===== src/rtl/xsleenacore_palram_arbiter.sv =====
// Palette RAM arbiter: shares the split LSB/MSB palette RAMs between pixel fetch,
// a small CPU write buffer and blocking CPU reads, with a starvation escape for the CPU.
module xsleenacore_palram_arbiter #(
    parameter int WFIFO_DEPTH = 2,
    parameter int STARVE_MAX  = 15
) (
    input  logic        clk,
    input  logic        RSTn,
    input  logic        PIX_CEN,
    input  logic        BLKn,
    input  logic [8:0]  VID_ADDR,
    output logic [11:0] VID_DATA,
    output logic        VID_HOLD,
    input  logic        CPU_REQ,
    input  logic        CPU_RW,
    input  logic [9:0]  CPU_AB,
    input  logic [7:0]  CPU_DIN,
    output logic [7:0]  CPU_DOUT,
    output logic        CPU_ACK,
    output logic        CPU_WAITn,
    output logic [8:0]  RAM_ADDR,
    output logic [7:0]  RAM_DIN,
    output logic        RAM_LSB_CE,
    output logic        RAM_MSB_CE,
    output logic        RAM_WE,
    input  logic [7:0]  RAM_LSB_Q,
    input  logic [7:0]  RAM_MSB_Q
);

    localparam int AW = (WFIFO_DEPTH > 2) ? $clog2(WFIFO_DEPTH) : 1;
    localparam logic [AW:0] FULL_CNT   = (AW+1)'(WFIFO_DEPTH);
    localparam logic [7:0]  STARVE_LIM = 8'(STARVE_MAX);

    typedef enum logic [2:0] {S_IDLE, S_DRAIN, S_ISSUE, S_CAPTURE, S_ACK} state_t;

    typedef struct packed {
        logic [9:0] ab;
        logic [7:0] din;
    } wr_entry_t;

    state_t     state, state_nxt;
    logic [1:0] rst_sync;
    logic       rst_ok;

    wr_entry_t  fifo_mem [WFIFO_DEPTH];
    wr_entry_t  fifo_head;
    logic [AW-1:0] wr_ptr, rd_ptr;
    logic [AW:0]   fifo_cnt;
    logic       fifo_empty, fifo_full;

    logic [7:0] starve_cnt;
    logic       video_slot, demand, starve, vid_own, free_slot;
    logic       drain, rd_issue, push, wr_stall;
    logic [8:0] addr_q;
    logic       rd_bank;
    logic       vid_s1, blank_s1, hold_s1;

    // Reset release is resynchronised; nothing owns the RAM until rst_ok rises.
    always_ff @(posedge clk or negedge RSTn) begin
        if (!RSTn) rst_sync <= 2'b00;
        else       rst_sync <= {rst_sync[0], 1'b1};
    end
    assign rst_ok = rst_sync[1];

    assign fifo_empty = (fifo_cnt == '0);
    assign fifo_full  = (fifo_cnt == FULL_CNT);
    assign fifo_head  = fifo_mem[rd_ptr];

    // Ownership: video > write drain > CPU read, unless the CPU has been starved.
    assign video_slot = PIX_CEN & BLKn;
    assign demand     = CPU_REQ | ~fifo_empty;
    assign starve     = video_slot & demand & (starve_cnt == STARVE_LIM);
    assign vid_own    = rst_ok & video_slot & ~starve;
    assign free_slot  = rst_ok & ~vid_own;
    assign drain      = free_slot & ~fifo_empty;
    assign rd_issue   = free_slot & fifo_empty & (state == S_ISSUE) & CPU_REQ;
    assign push       = rst_ok & (state == S_IDLE) & CPU_REQ & ~CPU_RW & (~fifo_full | drain);
    assign wr_stall   = rst_ok & (state == S_IDLE) & CPU_REQ & ~CPU_RW & fifo_full & ~drain;

    always_ff @(posedge clk) begin
        if (push) fifo_mem[wr_ptr] <= '{ab: CPU_AB, din: CPU_DIN};
    end

    always_ff @(posedge clk or negedge RSTn) begin
        if (!RSTn) begin
            wr_ptr   <= '0;
            rd_ptr   <= '0;
            fifo_cnt <= '0;
        end else begin
            if (push)  wr_ptr <= wr_ptr + 1'b1;
            if (drain) rd_ptr <= rd_ptr + 1'b1;
            case ({push, drain})
                2'b10:   fifo_cnt <= fifo_cnt + 1'b1;
                2'b01:   fifo_cnt <= fifo_cnt - 1'b1;
                default: fifo_cnt <= fifo_cnt;
            endcase
        end
    end

    // Counts consecutive video wins against a waiting CPU; any freed cycle restarts it.
    always_ff @(posedge clk or negedge RSTn) begin
        if (!RSTn)                 starve_cnt <= '0;
        else if (vid_own & demand) starve_cnt <= starve_cnt + 1'b1;
        else                       starve_cnt <= '0;
    end

    always_comb begin
        RAM_ADDR   = addr_q;
        RAM_DIN    = 8'h00;
        RAM_LSB_CE = 1'b0;
        RAM_MSB_CE = 1'b0;
        RAM_WE     = 1'b0;
        if (vid_own) begin
            RAM_ADDR   = VID_ADDR;
            RAM_LSB_CE = 1'b1;
            RAM_MSB_CE = 1'b1;
        end else if (drain) begin
            RAM_ADDR   = fifo_head.ab[8:0];
            RAM_DIN    = fifo_head.din;
            RAM_WE     = 1'b1;
            RAM_LSB_CE = ~fifo_head.ab[9];
            RAM_MSB_CE = fifo_head.ab[9];
        end else if (rd_issue) begin
            RAM_ADDR   = CPU_AB[8:0];
            RAM_LSB_CE = ~CPU_AB[9];
            RAM_MSB_CE = CPU_AB[9];
        end
    end

    always_ff @(posedge clk or negedge RSTn) begin
        if (!RSTn) addr_q <= '0;
        else       addr_q <= RAM_ADDR;
    end

    // Pixel pipe: slot in t, RAM data in t+1, VID_DATA/VID_HOLD visible in t+2.
    always_ff @(posedge clk or negedge RSTn) begin
        if (!RSTn) begin
            vid_s1   <= 1'b0;
            blank_s1 <= 1'b0;
            hold_s1  <= 1'b0;
            VID_DATA <= '0;
            VID_HOLD <= 1'b0;
        end else begin
            vid_s1   <= vid_own;
            blank_s1 <= rst_ok & PIX_CEN & ~BLKn;
            hold_s1  <= rst_ok & starve;
            VID_HOLD <= hold_s1;
            if (vid_s1)        VID_DATA <= {RAM_MSB_Q[3:0], RAM_LSB_Q};
            else if (blank_s1) VID_DATA <= '0;
        end
    end

    always_ff @(posedge clk or negedge RSTn) begin
        if (!RSTn) begin
            rd_bank  <= 1'b0;
            CPU_DOUT <= 8'hFF;
        end else begin
            if (rd_issue) rd_bank <= CPU_AB[9];
            if (state == S_CAPTURE && CPU_REQ) CPU_DOUT <= rd_bank ? RAM_MSB_Q : RAM_LSB_Q;
        end
    end

    always_ff @(posedge clk or negedge RSTn) begin
        if (!RSTn) state <= S_IDLE;
        else       state <= state_nxt;
    end

    always_comb begin
        state_nxt = state;
        case (state)
            S_IDLE: begin
                if (rst_ok && CPU_REQ) begin
                    if (CPU_RW)    state_nxt = fifo_empty ? S_ISSUE : S_DRAIN;
                    else if (push) state_nxt = S_ACK;
                end
            end
            S_DRAIN:   if (!CPU_REQ) state_nxt = S_IDLE; else if (fifo_empty) state_nxt = S_ISSUE;
            S_ISSUE:   if (!CPU_REQ) state_nxt = S_IDLE; else if (rd_issue) state_nxt = S_CAPTURE;
            S_CAPTURE: state_nxt = CPU_REQ ? S_ACK : S_IDLE;
            S_ACK:     state_nxt = S_IDLE;
            default:   state_nxt = S_IDLE;
        endcase
    end

    always_comb begin
        CPU_ACK   = 1'b0;
        CPU_WAITn = 1'b1;
        case (state)
            S_IDLE:                      CPU_WAITn = ~wr_stall;
            S_DRAIN, S_ISSUE, S_CAPTURE: CPU_WAITn = 1'b0;
            S_ACK:                       CPU_ACK   = 1'b1;
            default:                     CPU_WAITn = 1'b1;
        endcase
    end

endmodule


===== config.mk =====
export PLATFORM = sky130hd
export DESIGN_NAME = xsleenacore_palram_arbiter
export DESIGN_NICKNAME = d
export VERILOG_FILES = /design/src/rtl/xsleenacore_palram_arbiter.sv
export SDC_FILE = /design/constraint.sdc
export NUM_CORES = 1
export LEC_CHECK = 0
export BUFFER_PORTS_ARGS = -buffer_cell sky130_fd_sc_hd__clkbuf_2
export CORE_ASPECT_RATIO = 1.4
export CORE_MARGIN = 8
export CORE_UTILIZATION = 53
export DETAILED_ROUTE_END_ITERATION = 16
export PLACE_DENSITY = 0.79
export SYNTH_ARGS = -nofsm -noshare
export SYNTH_HDL_FRONTEND = slang
export SYNTH_SLANG_ARGS = --single-unit

===== constraint.sdc =====
create_clock -name clk -period 3.6 [get_ports clk]
set_input_delay 0.18 -clock clk [delete_from_list [all_inputs] [get_ports clk]]
set_output_delay 0.18 -clock clk [all_outputs]
set_load 0.05 [all_outputs]

==> results list <==
- Hold EP: fifo_mem[0][5]$_DFFE_PP_
- Final worst slack: 699 ps
* Clk sinks: 87
- Worst vdd ir: 0.479 mV
* Number of placed instances with taps included: 497
- Worst R2R End: fifo_cnt[1]$_DFFE_PN0P_
* Clock skew: 7.03 ps
- The total area inside the core boundary comes to 0.00722 mm^2.
- After layout, the worst path uses 80.6% of the clock period.
* Buffers inserted during post-CTS setup optimization: 0
- Run status: complete, no violations
- The count of nets left with antenna violations once routing finished came out at 0.
- Subtracting the final worst setup slack from the clock period gives 2900 ps.
* Unique cell type count in the Yosys netlist: 52
- Switching power: 1.47 mW
- Top post-synthesis cells by area: sky130_fd_sc_hd__edfxtp_1 28%, sky130_fd_sc_hd__dfrtp_1 28%, sky130_fd_sc_hd__dfstp_2 5.4%
- Hold_sp: CPU_DIN[5]
- Among all flip-flop cells after synthesis, the most frequent one is sky130_fd_sc_hd__dfrtp_1.
- Yosys mapped a number of flops with a built-in enable equal to 36.
- Setup repair after global routing left no endpoint under its margin.
- Depth of the CTS H-tree: 3
- The share of total power dissipated in sequential elements is 41.5%.
- The number of hold-slack violations in the final timing report is 0.
- For the worst flop-to-flop path, the logic depth is 8.
* Number of buffers inserted during clock tree synthesis: 9
* Reg2reg start: starve_cnt[0]$_DFF_PN0_
* Actual slew at the worst max-slew pin: 819 ps
- After clock tree synthesis, the clock-pin slew on the worst setup and hold paths is 80 ps.
- Maximum number of pins on one net before global-route repair: 52
- Of the cells placed in the final design, the portion with a size suffix greater than 1 is 30.8%.
- Placement-stage cell area: 0.00440 mm^2
* First-iteration detailed-routing DRC count: 189
- Remaining design rule violation count: 0
- Cell count of the worst hold path: 1
* Global-route wire length before repair: 14000 um
* Chip height: 117 um
- Among all cell types in the netlist, the one instantiated most often is sky130_fd_sc_hd__dfrtp_1.
* Maximum achievable frequency: 345 MHz
- Largest area contributor in the netlist: sky130_fd_sc_hd__edfxtp_1
- Chip width: 88.4 um
* Max-slew headroom: 45.2%
* Synth-to-layout area growth: 19.8%
- CTS tree: built
- Dividing the detail-routed via count by the number of cells gives 5.51.
- Gates resized during post-CTS repair numbered 0.
* Critical path peak fanout: 12
* Portion of total power attributed to combinational logic: 41.7%
- Number of warning messages in the yosys log: 0
- The tool flagged a number of max-cap violations equal to 0.
- Number of iterations in the first detailed-routing pass: 4
* Placed wire-length estimate: 5980 um
- Via count: 2878
- Setup violations remaining at the end of the flow were counted as 0.
* Site row count: 37
- Power Density: 728 mW/mm^2
- After routing the design area is 0.00466 mm^2.
* Number of standard cells in the layout, taps in and fillers out: 522
* Clock latency at the later pin of the worst-skew pair: 350 ps
- Seq cells post-synth: 87
- During I/O placement, the number of pins put on the boundary was 92.
* Final Hold Slack: 33.7 ps
* Part of the Yosys area used for sequential elements: 60.9%
- Placer's final routability congestion estimate: 0.807
* Commonest cells post-synth: 43 x sky130_fd_sc_hd__dfrtp_1, 39 x sky130_fd_sc_hd__nor2_1, 36 x sky130_fd_sc_hd__edfxtp_1
- The tree is rooted in a sky130_fd_sc_hd__clkbuf_8.
- Net count, final: 471
* Port-buffer cells: 91
- Class of the worst hold path: in -> reg
- The final layout contains routed wiring with a total length of 8610 um.
- The design draws 3.39 mW.
* Share of synthesized registers carrying an async set or reset: 58.6%
* Initial core utilization: 53.8%
* Kind of end point of the critical path: output port
- Total die area: 0.0104 mm^2
- Cts hold-fix bufs: 8
* Proportion of power drawn by the clock network: 16.8%
- Cell internal power was estimated by the tool at 1.92 mW.
- WL/cell: 16.5 um
- Data arrives at the worst endpoint at 2720 ps.
- Net switching is 43.3% of the power.
- Post-Syn Instances: 325
- Worst setup slack for register-to-register paths: 1140 ps
- Antenna violations before repair: 0
- The cell area that synthesis handed to floorplanning was 0.00389 mm^2.
- Mean instance size in the synthesized netlist: 12.0 um^2
- Global routing used 17.1% of the available tracks across all layers.
- Via count of the first global-routing pass: 2974
- Cells fill 64.5% of the core in the end.
- Congestion Overflow GR: 0
* Antenna Diode Count: 0
- Fin Setup TNS: 0 ps
- Setup CP Type: reg -> out
- STA puts the critical path data required time at 3420 ps.
- Syn Nets: 376
- Element type at the critical path start: flop
- For this design the static power due to leakage is 2.01 nW.
- No sink is reached through more buffers than the 2 on the longest clock path.
- Portion of synthesized cell area occupied by the leading cell type: 27.8%
- The final-report max-slew violation count came to 0.
- Before CTS, the worst setup slack after placement is 1020 ps.
-- worst max-delay path, stage by stage, from the launching register on --
cell and delay [ps]:
sky130_fd_sc_hd__dfrtp_1 400, sky130_fd_sc_hd__ha_1 230, sky130_fd_sc_hd__and3_1 280, sky130_fd_sc_hd__a21oi_4 320, sky130_fd_sc_hd__or2_1 480, sky130_fd_sc_hd__inv_2 70, sky130_fd_sc_hd__a221o_1 340, sky130_fd_sc_hd__clkbuf_2 240
-- state kept, by name, indices dropped and copies added (netlist names) --
register	flops
fifo_mem	36
VID_DATA	12
addr_q	9
CPU_DOUT	8
starve_cnt	8
state	3
fifo_cnt	2
rst_sync	2
VID_HOLD	1
blank_s1	1
hold_s1	1
rd_bank	1
rd_ptr	1
vid_s1	1
wr_ptr	1
-- layout by cell type (no fill, tap or decap), drive strengths merged, types with 2 or more instances in the layout --
master,netlist,final
o22ai,9,9
mux2i,16,16
ha,2,2
buf,14,6
edfxtp,36,36
dfstp,8,8
nand2,18,18
nor3b,2,2
nor3,12,12
o21ai,13,13
and3,3,3
xnor2,8,8
a21oi,12,12
nand2b,2,2
xor2,3,3
dfrtp,43,43
nor2b,10,10
a211oi,10,10
clkbuf,8,101
nand3,4,4
clkinv,0,5
mux2,2,2
a22o,23,23
dlygate4sd3,0,9
a31oi,2,2
or3,2,2
nor2,39,39
inv,6,7
-- power by group through the flow --
stage | registers [mW] | logic [mW] | clock network [mW]
2_1_floorplan | 1.53 | 0.997 | 0
3_3_place_gp | 1.41 | 1.38 | 0
3_5_place_dp | 1.42 | 1.41 | 0
4_1_cts | 1.40 | 1.42 | 0.593
5_1_grt | 1.43 | 1.51 | 0.627
6_report | 1.41 | 1.41 | 0.570
-- cell families after synthesis --
| kind of cell | count (synthesis) | synth area share [%] |
|---|---|---|
| and+or+nand+nor | 101 | 13.2 |
| DFF | 87 | 60.9 |
| AOI/OAI and AO/OA | 77 | 14.6 |
| buffers and inverters | 28 | 3.35 |
| muxes | 18 | 4.70 |
| xor gates and xnor gates | 11 | 2.48 |
| adders and majority gates | 2 | 0.643 |
| other | 1 | 0.0964 |
-- layer usage --
layer,wire (um),global-route usage (%),vias up,part of all wire [%]
met5,0,0,-,0
li1,-,-,1383,-
met2,4240,27.9,126,49
met4,89,6.70,0,1.0
met1,3560,19.9,1358,41
met3,717,5.66,11,8.3
-- how the worst max path moves through the flow --
stage / end / cells after the start / startpoint / slack [ps]
6_report: RAM_MSB_CE / 7 / starve_cnt[0]$_DFF_PN0_ / 700
5_1_grt: RAM_MSB_CE / 7 / starve_cnt[0]$_DFF_PN0_ / 530
4_1_cts: RAM_MSB_CE / 7 / starve_cnt[0]$_DFF_PN0_ / 620
3_3_place_gp: RAM_MSB_CE / 7 / starve_cnt[0]$_DFF_PN0_ / 1140
2_1_floorplan: fifo_mem[1][0]$_DFFE_PP_ / 3 / state[0]$_DFFE_PN0P_ / 1080
3_5_place_dp: RAM_MSB_CE / 7 / starve_cnt[0]$_DFF_PN0_ / 1020
-- area by class of cell --
class,instances,area (um^2)
Clock buffer,10,128
Clock inverter,6,36.3
Fill cell,582,2560
Inverter,6,22.5
Multi-Input combinational cell,210,1390
Sequential cell,87,2370
Tap cell,97,121
Timing Repair Buffer,106,591
Note: power is estimated with default switching activity, not from simulation.
